==> src/rtl/jts16b_mcu_busmaster.sv <==
// 68000 bus-master sequencer: lets the MCU side run single-word reads/writes in 68000 space
// through a BR/BG/BGACK handshake, driving an address/data path muxed in while dma_sel is high.
module jts16b_mcu_busmaster #(
  parameter logic [5:0]  TMO  = 6'd63,
  parameter int unsigned HOLD = 1
) (
  input  logic        clk,
  input  logic        rst,
  input  logic        cpu_cen,
  input  logic        cmd,
  input  logic        cmd_wr,
  input  logic [22:0] cmd_addr,
  input  logic [15:0] cmd_din,
  input  logic [1:0]  cmd_dsn,
  output logic        busy,
  output logic        done,
  output logic        err,
  output logic [15:0] rd_dout,
  output logic        cpu_brn,
  input  logic        cpu_bgn,
  output logic        cpu_bgackn,
  input  logic        cpu_asn,
  input  logic        bus_dtackn,
  input  logic [15:0] bus_dout,
  output logic        dma_sel,
  output logic [22:0] dma_addr,
  output logic [15:0] dma_dout,
  output logic        dma_asn,
  output logic [1:0]  dma_dsn,
  output logic        dma_rnw
);

  // The address phase is folded into the GRANT->WAIT transition: WAIT is the state with AS low.
  typedef enum logic [2:0] {StIdle, StReq, StGrant, StWait, StEnd, StRel} state_t;

  state_t      state_q, state_d;
  logic        busy_q, done_q, err_q;
  logic        wr_q;
  logic [22:0] addr_q, dma_addr_q;
  logic [15:0] din_q, dma_dout_q, rd_q;
  logic [1:0]  dsn_q;
  logic [5:0]  tmo_cnt_q;
  logic [7:0]  hold_cnt_q;
  logic [6:0]  tmo_next;
  logic        tmo_hit, hold_done, own;

  assign tmo_next  = {1'b0, tmo_cnt_q} + 7'd1;
  assign tmo_hit   = tmo_next >= {1'b0, TMO};
  assign hold_done = (32'(hold_cnt_q) + 32'd1) >= HOLD;

  always_ff @(posedge clk) begin
    if (rst) state_q <= StIdle;
    else     state_q <= state_d;
  end

  always_comb begin
    state_d = state_q;
    if (cpu_cen) begin
      unique case (state_q)
        StIdle:  if (busy_q) state_d = StReq;
        // Wait for the CPU to grant and finish any cycle still in flight.
        StReq:   if (!cpu_bgn && cpu_asn && bus_dtackn) state_d = StGrant;
        StGrant: state_d = StWait;
        StWait:  if (!bus_dtackn || tmo_hit) state_d = StEnd;
        StEnd:   if (hold_done) state_d = StRel;
        StRel:   state_d = StIdle;
        default: state_d = StIdle;
      endcase
    end
  end

  always_comb begin
    own        = (state_q == StGrant) || (state_q == StWait) || (state_q == StEnd);
    cpu_brn    = state_q != StReq;
    cpu_bgackn = !own;
    dma_sel    = own;
    dma_asn    = state_q != StWait;
    dma_dsn    = (state_q == StWait) ? dsn_q : 2'b11;
    dma_rnw    = own ? !wr_q : 1'b1;
  end

  always_ff @(posedge clk) begin
    if (rst) begin
      busy_q     <= 1'b0;
      done_q     <= 1'b0;
      err_q      <= 1'b0;
      wr_q       <= 1'b0;
      addr_q     <= '0;
      din_q      <= '0;
      dsn_q      <= 2'b00;
      dma_addr_q <= '0;
      dma_dout_q <= '0;
      rd_q       <= '0;
      tmo_cnt_q  <= '0;
      hold_cnt_q <= '0;
    end else begin
      done_q <= 1'b0;
      err_q  <= 1'b0;
      if (!busy_q && cmd) begin
        busy_q <= 1'b1;
        wr_q   <= cmd_wr;
        addr_q <= cmd_addr;
        din_q  <= cmd_din;
        dsn_q  <= (cmd_dsn == 2'b11) ? 2'b00 : cmd_dsn;
      end else if (cpu_cen && state_q == StRel) begin
        busy_q <= 1'b0;
      end
      if (cpu_cen) begin
        if (state_q == StReq && state_d == StGrant) begin
          dma_addr_q <= addr_q;
          dma_dout_q <= din_q;
        end
        if (state_q == StGrant) tmo_cnt_q <= '0;
        if (state_q == StWait) begin
          hold_cnt_q <= '0;
          if (!bus_dtackn) begin
            done_q <= 1'b1;
            if (!wr_q) rd_q <= bus_dout;
          end else if (tmo_hit) begin
            done_q <= 1'b1;
            err_q  <= 1'b1;
          end else if (tmo_cnt_q != 6'h3f) begin
            tmo_cnt_q <= tmo_cnt_q + 6'd1;
          end
        end
        if (state_q == StEnd && hold_cnt_q != 8'hff) hold_cnt_q <= hold_cnt_q + 8'd1;
      end
    end
  end

  assign busy     = busy_q;
  assign done     = done_q;
  assign err      = err_q;
  assign rd_dout  = rd_q;
  assign dma_addr = dma_addr_q;
  assign dma_dout = dma_dout_q;

endmodule

==> config.mk <==
export PLATFORM = sky130hd
export DESIGN_NAME = jts16b_mcu_busmaster
export DESIGN_NICKNAME = d
export VERILOG_FILES = /design/src/rtl/jts16b_mcu_busmaster.sv
export SDC_FILE = /design/constraint.sdc
export NUM_CORES = 1
export LEC_CHECK = 0
export ABC_AREA = 1
export CORE_ASPECT_RATIO = 1.4
export CORE_MARGIN = 4
export CORE_UTILIZATION = 44
export DETAILED_ROUTE_END_ITERATION = 6
export DONT_BUFFER_PORTS = 1
export PLACE_DENSITY = 0.61
export SETUP_SLACK_MARGIN = 0.15
export SLEW_MARGIN = 20
export SYNTH_ARGS = -nofsm -noshare
export SYNTH_HDL_FRONTEND = slang
export SYNTH_SLANG_ARGS = --single-unit
==> constraint.sdc <==
create_clock -name clk -period 2.1 [get_ports clk]
set_clock_uncertainty 0.05 [all_clocks]
set_input_delay 0.42 -clock clk [delete_from_list [all_inputs] [get_ports clk]]
set_output_delay 0.42 -clock clk [all_outputs]
set_load 0.01 [all_outputs]
# Word-level counts from Yosys, hierarchy flattened

Cells that the tools add are included.

Add/subtract/negate cells: 4
Magnitude comparators: 2
Equality and inequality tests: 11
Muxes and demuxes: 20
Bitwise operators: 4
Reduce and logical (&&, ||, !) cells: 22

Operator list:

| kind                  | count |
|---|---|
| $mux W6               | 5 |
| $mux W8               | 2 |
| $mux W3               | 5 |
| $pmux W3 S5           | 1 |
| $add A8 B1 Y9 const B | 1 |
| $eq A3 B2 Y1 const B  | 3 |
| $ge A9 B1 Y1 const B  | 1 |
| $add A8 B1 Y8 const B | 1 |
| $ne A8 B8 Y1 const B  | 1 |
| $add A6 B1 Y7 const B | 1 |
| $ge A7 B6 Y1 const B  | 1 |
| $add A6 B1 Y6 const B | 1 |
| $eq A3 B3 Y1 const B  | 2 |
| $logic_and A1 B1 Y1   | 6 |
| $ne A6 B6 Y1 const B  | 1 |
| $logic_not A1 Y1      | 5 |
| $mux W1               | 5 |
| $mux W2               | 2 |
| $not A1 Y1            | 4 |
| $reduce_and A2 Y1     | 2 |
| $reduce_and A4 Y1     | 1 |
| $reduce_bool A2 Y1    | 2 |
| $reduce_or A4 Y1      | 1 |
| $eq A3 B1 Y1 const B  | 1 |
| 6 further kinds       | 8 |

Flip-flop bits (word level): 117
Input port bits: 65
Output and inout bits: 65
Word-level logic and storage cells: 76

# Depth between registers and ports, before layout

Depth after elaboration: 9
Depth in mapped cells: 14
Depth with buffers taken out: 14

# Least setup slack after synthesis

OpenSTA, ideal clock, no wires.

Path kind: reg-to-reg
Start point: register tmo_cnt_q[0]
End point: register dma_addr_q[21] (netlist: dma_addr[21])
Library setup time: 0.113 ns
Arrival time: 1.655 ns
Data required time: 1.937 ns
Path slack: 0.282 ns
Stages on the path, launching flop included: 14
Path buffers: 1
Clock period less this slack: 1.818 ns
Cell sequence: dfxtp_1 inv_1 ha_1 o21bai_1 nand2_1 nor2_1 nand3_1 nand3_2 nand2_2 nand3_4 buf_2 nand2_1 nand2_1 nor2_1

Longest elaborated chain between the ends: 9

Ends and longest elaborated chain:

| element                     | RTL line | text |
|---|---|---|
| start: declaration          | 42       | `logic [5:0] tmo_cnt_q;` |
| start signal: assignment    | 123      | `tmo_cnt_q <= tmo_cnt_q + 6'd1;` |
| $add A6 B1 Y7               | 47       | `assign tmo_next = {1'b0, tmo_cnt_q} + 7'd1;` |
| $ge A7 B6 Y1                | 48       | `assign tmo_hit = tmo_next >= {1'b0, TMO};` |
| $logic_or A1 B1 Y1          | 64       | `StWait: if (!bus_dtackn \|\| tmo_hit) state_d = StEnd;` |
| $mux W3                     | 64       |  |
| $pmux W3 S5                 | 59       | `unique case (state_q)` |
| $mux W3                     | 58       | `if (cpu_cen) begin` |
| $eq A3 B2 Y1                | 109      | `if (state_q == StReq && state_d == StGrant) begin` |
| $logic_and A1 B1 Y1         | 109      |  |
| $reduce_and A2 Y1 (no line) | --       |  |
| end signal: assignment      | 110      | `dma_addr_q <= addr_q;` |
| end: declaration            | 39       | `logic [22:0] addr_q, dma_addr_q;` |

No other way between the ends.
A chain may end at the register's enable or synchronous reset.

# Final worst setup path

Start point: register tmo_cnt_q[0]
End point: register dma_addr_q[5] (netlist: dma_addr[5])

The elaborated chain is that of the path after synthesis.

==> results.txt <==
The logs give 0 for the number of violations of the max-capacitance limit and 0.198 for the combined global-route utilization of all metal layers. After synthesis, the largest family of logic cells by area is simple AND/OR/NAND/NOR gates. The die outline height is 133 µm. The clock latency on the worst-skew pair was 0.41 ns.

The multiplexer fraction of the synthesized cell area was 0; the transition time at the pin with the least slew margin was 0.510 ns. Kind of end point of the critical path: a flop. Worst slew margin relative to its limit: 0.660. Global routing finished with a remaining overflow of 0. For this design the ratio of total power to cell area is 875 nW/µm².

The routed layout has 4,483 vias. The completed layout was analyzed and its total power is 0.00544 W. The final critical-path share of the clock period is 0.948. The most used flip-flop cell after synthesis is sky130_fd_sc_hd__dfxtp_1. Based on the critical path, the design can be clocked at up to 503 MHz. The worst path meets setup with 0.110 ns of slack. The signed area change from the synthesized netlist to the final layout came out at 26.1%. After detailed routing, the total wire length is 12.8 mm.

The tools report the number of global-route vias before repair as 4,190. Setup repair after global routing could not meet its margin everywhere. The finished layout holds 899 standard cells, fillers aside. The count of buffers added on input and output ports is 0. Entering global routing, the biggest net connects 58 pins. The floorplan step defined a die boundary enclosing 13,000 µm². The worst path needs 1.99 ns of the cycle, external delays included.

After detailed routing, the average wire length per cell comes to 14.2 µm. The global-route track usage on met1 is 0.226. The adder-cell area share of the yosys netlist came out at 0.0102. Clock tree synthesis selected as its root buffer the cell sky130_fd_sc_hd__clkbuf_16. Xor-xnor portion of the synthesized cell area: 0.00178. STA classifies the critical path startpoint as a flop. The cell count after synthesis came out at 721.

The most common cell after layout, fill and taps aside is sky130_fd_sc_hd__nor2_1. The area used by multi-input combinational logic is 2330 µm². STA puts the critical path data arrival time at 2.24 ns. The synthesized-area fraction occupied by and/or/nand/nor cells came out at 0.330. 130 I/O pins were placed. For the count of different cell masters after synthesis, the log shows 31. The number of buffers between clock root and the deepest sink came out at 2.

The data required time at the worst endpoint was 2.35 ns. The worst-case IR drop observed on VDD is 0.495 mV. The detailed router finished its first iteration with 148 violations. The tools report the starting density of the core as 0.451.

The logs give 0 for the number of routed nets with antenna violations and -0.0155 ns for the worst-case setup slack after placement. The fraction of layout cells with a size suffix above 1 was 0.189; the total placed cells including tap cells was 846. Measured along the x axis, the die boundary spans 97.4 µm. The average instance area after synthesis works out to 6.84 µm². Summing all flip-flop and latch instances after layout gives 2360 µm². The flow ran to the end, and the final reports show no timing, DRC or antenna violations. The mapped netlist covers 4930 µm². Setup violations remaining at the end of the flow were counted as 0. The CTS sink count is 117. During synthesis, Yosys emitted a total of 0 warnings. The clock-pin slew reported for the worst setup and hold paths after clock tree synthesis is 0.06 ns, and the number of optimization iterations in the first detailed-route pass is 5.

TritonCTS built the clock tree. Global routing met2 resource utilization: 0.340. The number of nets at the end of the flow is 815, and the synthesized-area fraction occupied by ao, oa, aoi and oai cells is 0.0914. The logs give 790 for the total nets after synthesis and 10,900 µm² for the core area. The residual DRC count was 0. Total CTS buffers: 17. The floorplan has 45 rows.

The run gives 0 as the initial antenna violation count. The filler cells instantiated in the layout total 1,029. The final RePlAce weighted congestion is 0.861. Reported leakage power: 2.91 nW.

The number of antenna repair diodes was 0; the mean number of vias per cell was 4.99. The H-tree generated during clock tree synthesis spans 4 levels. The number of hold violations in the final report is 0, and the number of storage elements in the synthesis netlist is 117. The met3 demand-to-capacity share in global routing was 0.0634. Total count of max-transition violations in the final report: 0. The global-route wire length before repair was 20.8 mm. The critical path is of the flop to flop type.

Worst min-delay path category: input port to flop. Leaving out fill and tap cells, the most frequent cells in the layout are sky130_fd_sc_hd__nor2_1 (182), sky130_fd_sc_hd__nand2_1 (137), sky130_fd_sc_hd__dfxtp_1 (110). The fraction of synthesis flops using an asynchronous set or reset pin was 0; the share of the yosys chip area belonging to registers was 0.475. In this run the most used layer during global routing was met2. The placed wire-length estimate was 8.15 mm; the maximum fanout along the worst path was 6. Counting flops with a built-in enable in the synthesized netlist gives 0.
worst max-delay path, cell delays in order (launching register included):
cell	delay (ns)
sky130_fd_sc_hd__dfxtp_4	0.38
sky130_fd_sc_hd__inv_4	0.05
sky130_fd_sc_hd__ha_4	0.26
sky130_fd_sc_hd__o21bai_1	0.06
sky130_fd_sc_hd__nand2_1	0.07
sky130_fd_sc_hd__nor2_1	0.04
sky130_fd_sc_hd__nand3_1	0.10
sky130_fd_sc_hd__nand3_2	0.12
sky130_fd_sc_hd__nand2_4	0.10
sky130_fd_sc_hd__nand3_4	0.10
sky130_fd_sc_hd__buf_12	0.16
sky130_fd_sc_hd__buf_8	0.12
sky130_fd_sc_hd__clkbuf_16	0.15
sky130_fd_sc_hd__nor2_1	0.08
sky130_fd_sc_hd__nor2_1	0.05
cell type report:
| class | instances | share of cell area |
|---|---|---|
| clock inverter | 12 | 0.0209 |
| clock buffer | 19 | 0.0729 |
| inverter | 80 | 0.0487 |
| tap | 141 | 0.0284 |
| sequential | 117 | 0.380 |
| timing repair buffer | 36 | 0.0747 |
| multi-input combinational | 494 | 0.375 |
power breakdown:
group	internal, W	leakage (nW)	switching (W)
clock network	0.00180	0.285	0.00103
logic	0.0000815	1.66	0.000169
registers	0.00229	0.957	0.0000558
cells in the mapped netlist, drive strengths merged (2+ instances only):
master	number	area, µm²
a21oi	16	80.1
buf	11	77.6
clkbuf	20	75.1
dfxtp	117	2340
ha	4	50.1
inv	79	297
nand2	150	568
nand3	25	148
nand4	3	18.8
nor2	217	840
nor3	4	31.3
o21ai	65	329
or2	2	12.5
flip-flops by register name (all words and copies together) (netlist names), 2 cells and up:
| signal | flops |
|---|---|
| state_q | 3 |
| tmo_cnt_q | 6 |
| dma_dout | 16 |
| dsn_q | 2 |
| din_q | 16 |
| rd_dout | 16 |
| hold_cnt_q | 8 |
| addr_q | 23 |
| dma_addr | 23 |
per-layer routing:
metal | share of wire | wire [µm]
met3 | 0.052 | 660
met5 | 0 | 0
met2 | 0.52 | 6600
met4 | 0.020 | 250
met1 | 0.41 | 5290
final timing paths:
check	start	endpoint	slack [ns]	cells past startpoint
max reg2reg	tmo_cnt_q[0]	dma_addr[5]	0.11	14
max	tmo_cnt_q[0]	dma_addr[5]	0.11	14
min reg2reg	dsn_q[0]	dsn_q[0]	0.41	2
min	rst	state_q[0]	0.03	1
stage by stage:
stage          setup TNS (ns)  instance area, µm²  utilization  hold slack (ns)
4_1_cts                     0                6040        0.553         0.000465
2_1_floorplan               0                4930            -            0.391
6_report                    0                6210        0.569           0.0306
3_3_place_gp                0                5090        0.466            0.394
3_5_place_dp          -0.0547                5090        0.466            0.404
5_1_grt                     0                6210        0.569          0.00740
kinds of logic (layout without fill, tap and decap cells):
logic type | after synthesis | count (layout)
compound gates | 86 | 86
xor+xnor | 1 | 1
fa+ha+maj | 4 | 4
buf+inv | 111 | 147
flops | 117 | 117
simple gates | 402 | 403
what timing repair did:
item                       CTS  global route
hold buffers                 0             0
resized for setup           37            50
pin swaps                   11            22
buffers inserted            13             1
setup endpoints to repair   40            47
cloned                       7             1
Note: power is estimated with default switching activity, not from simulation.
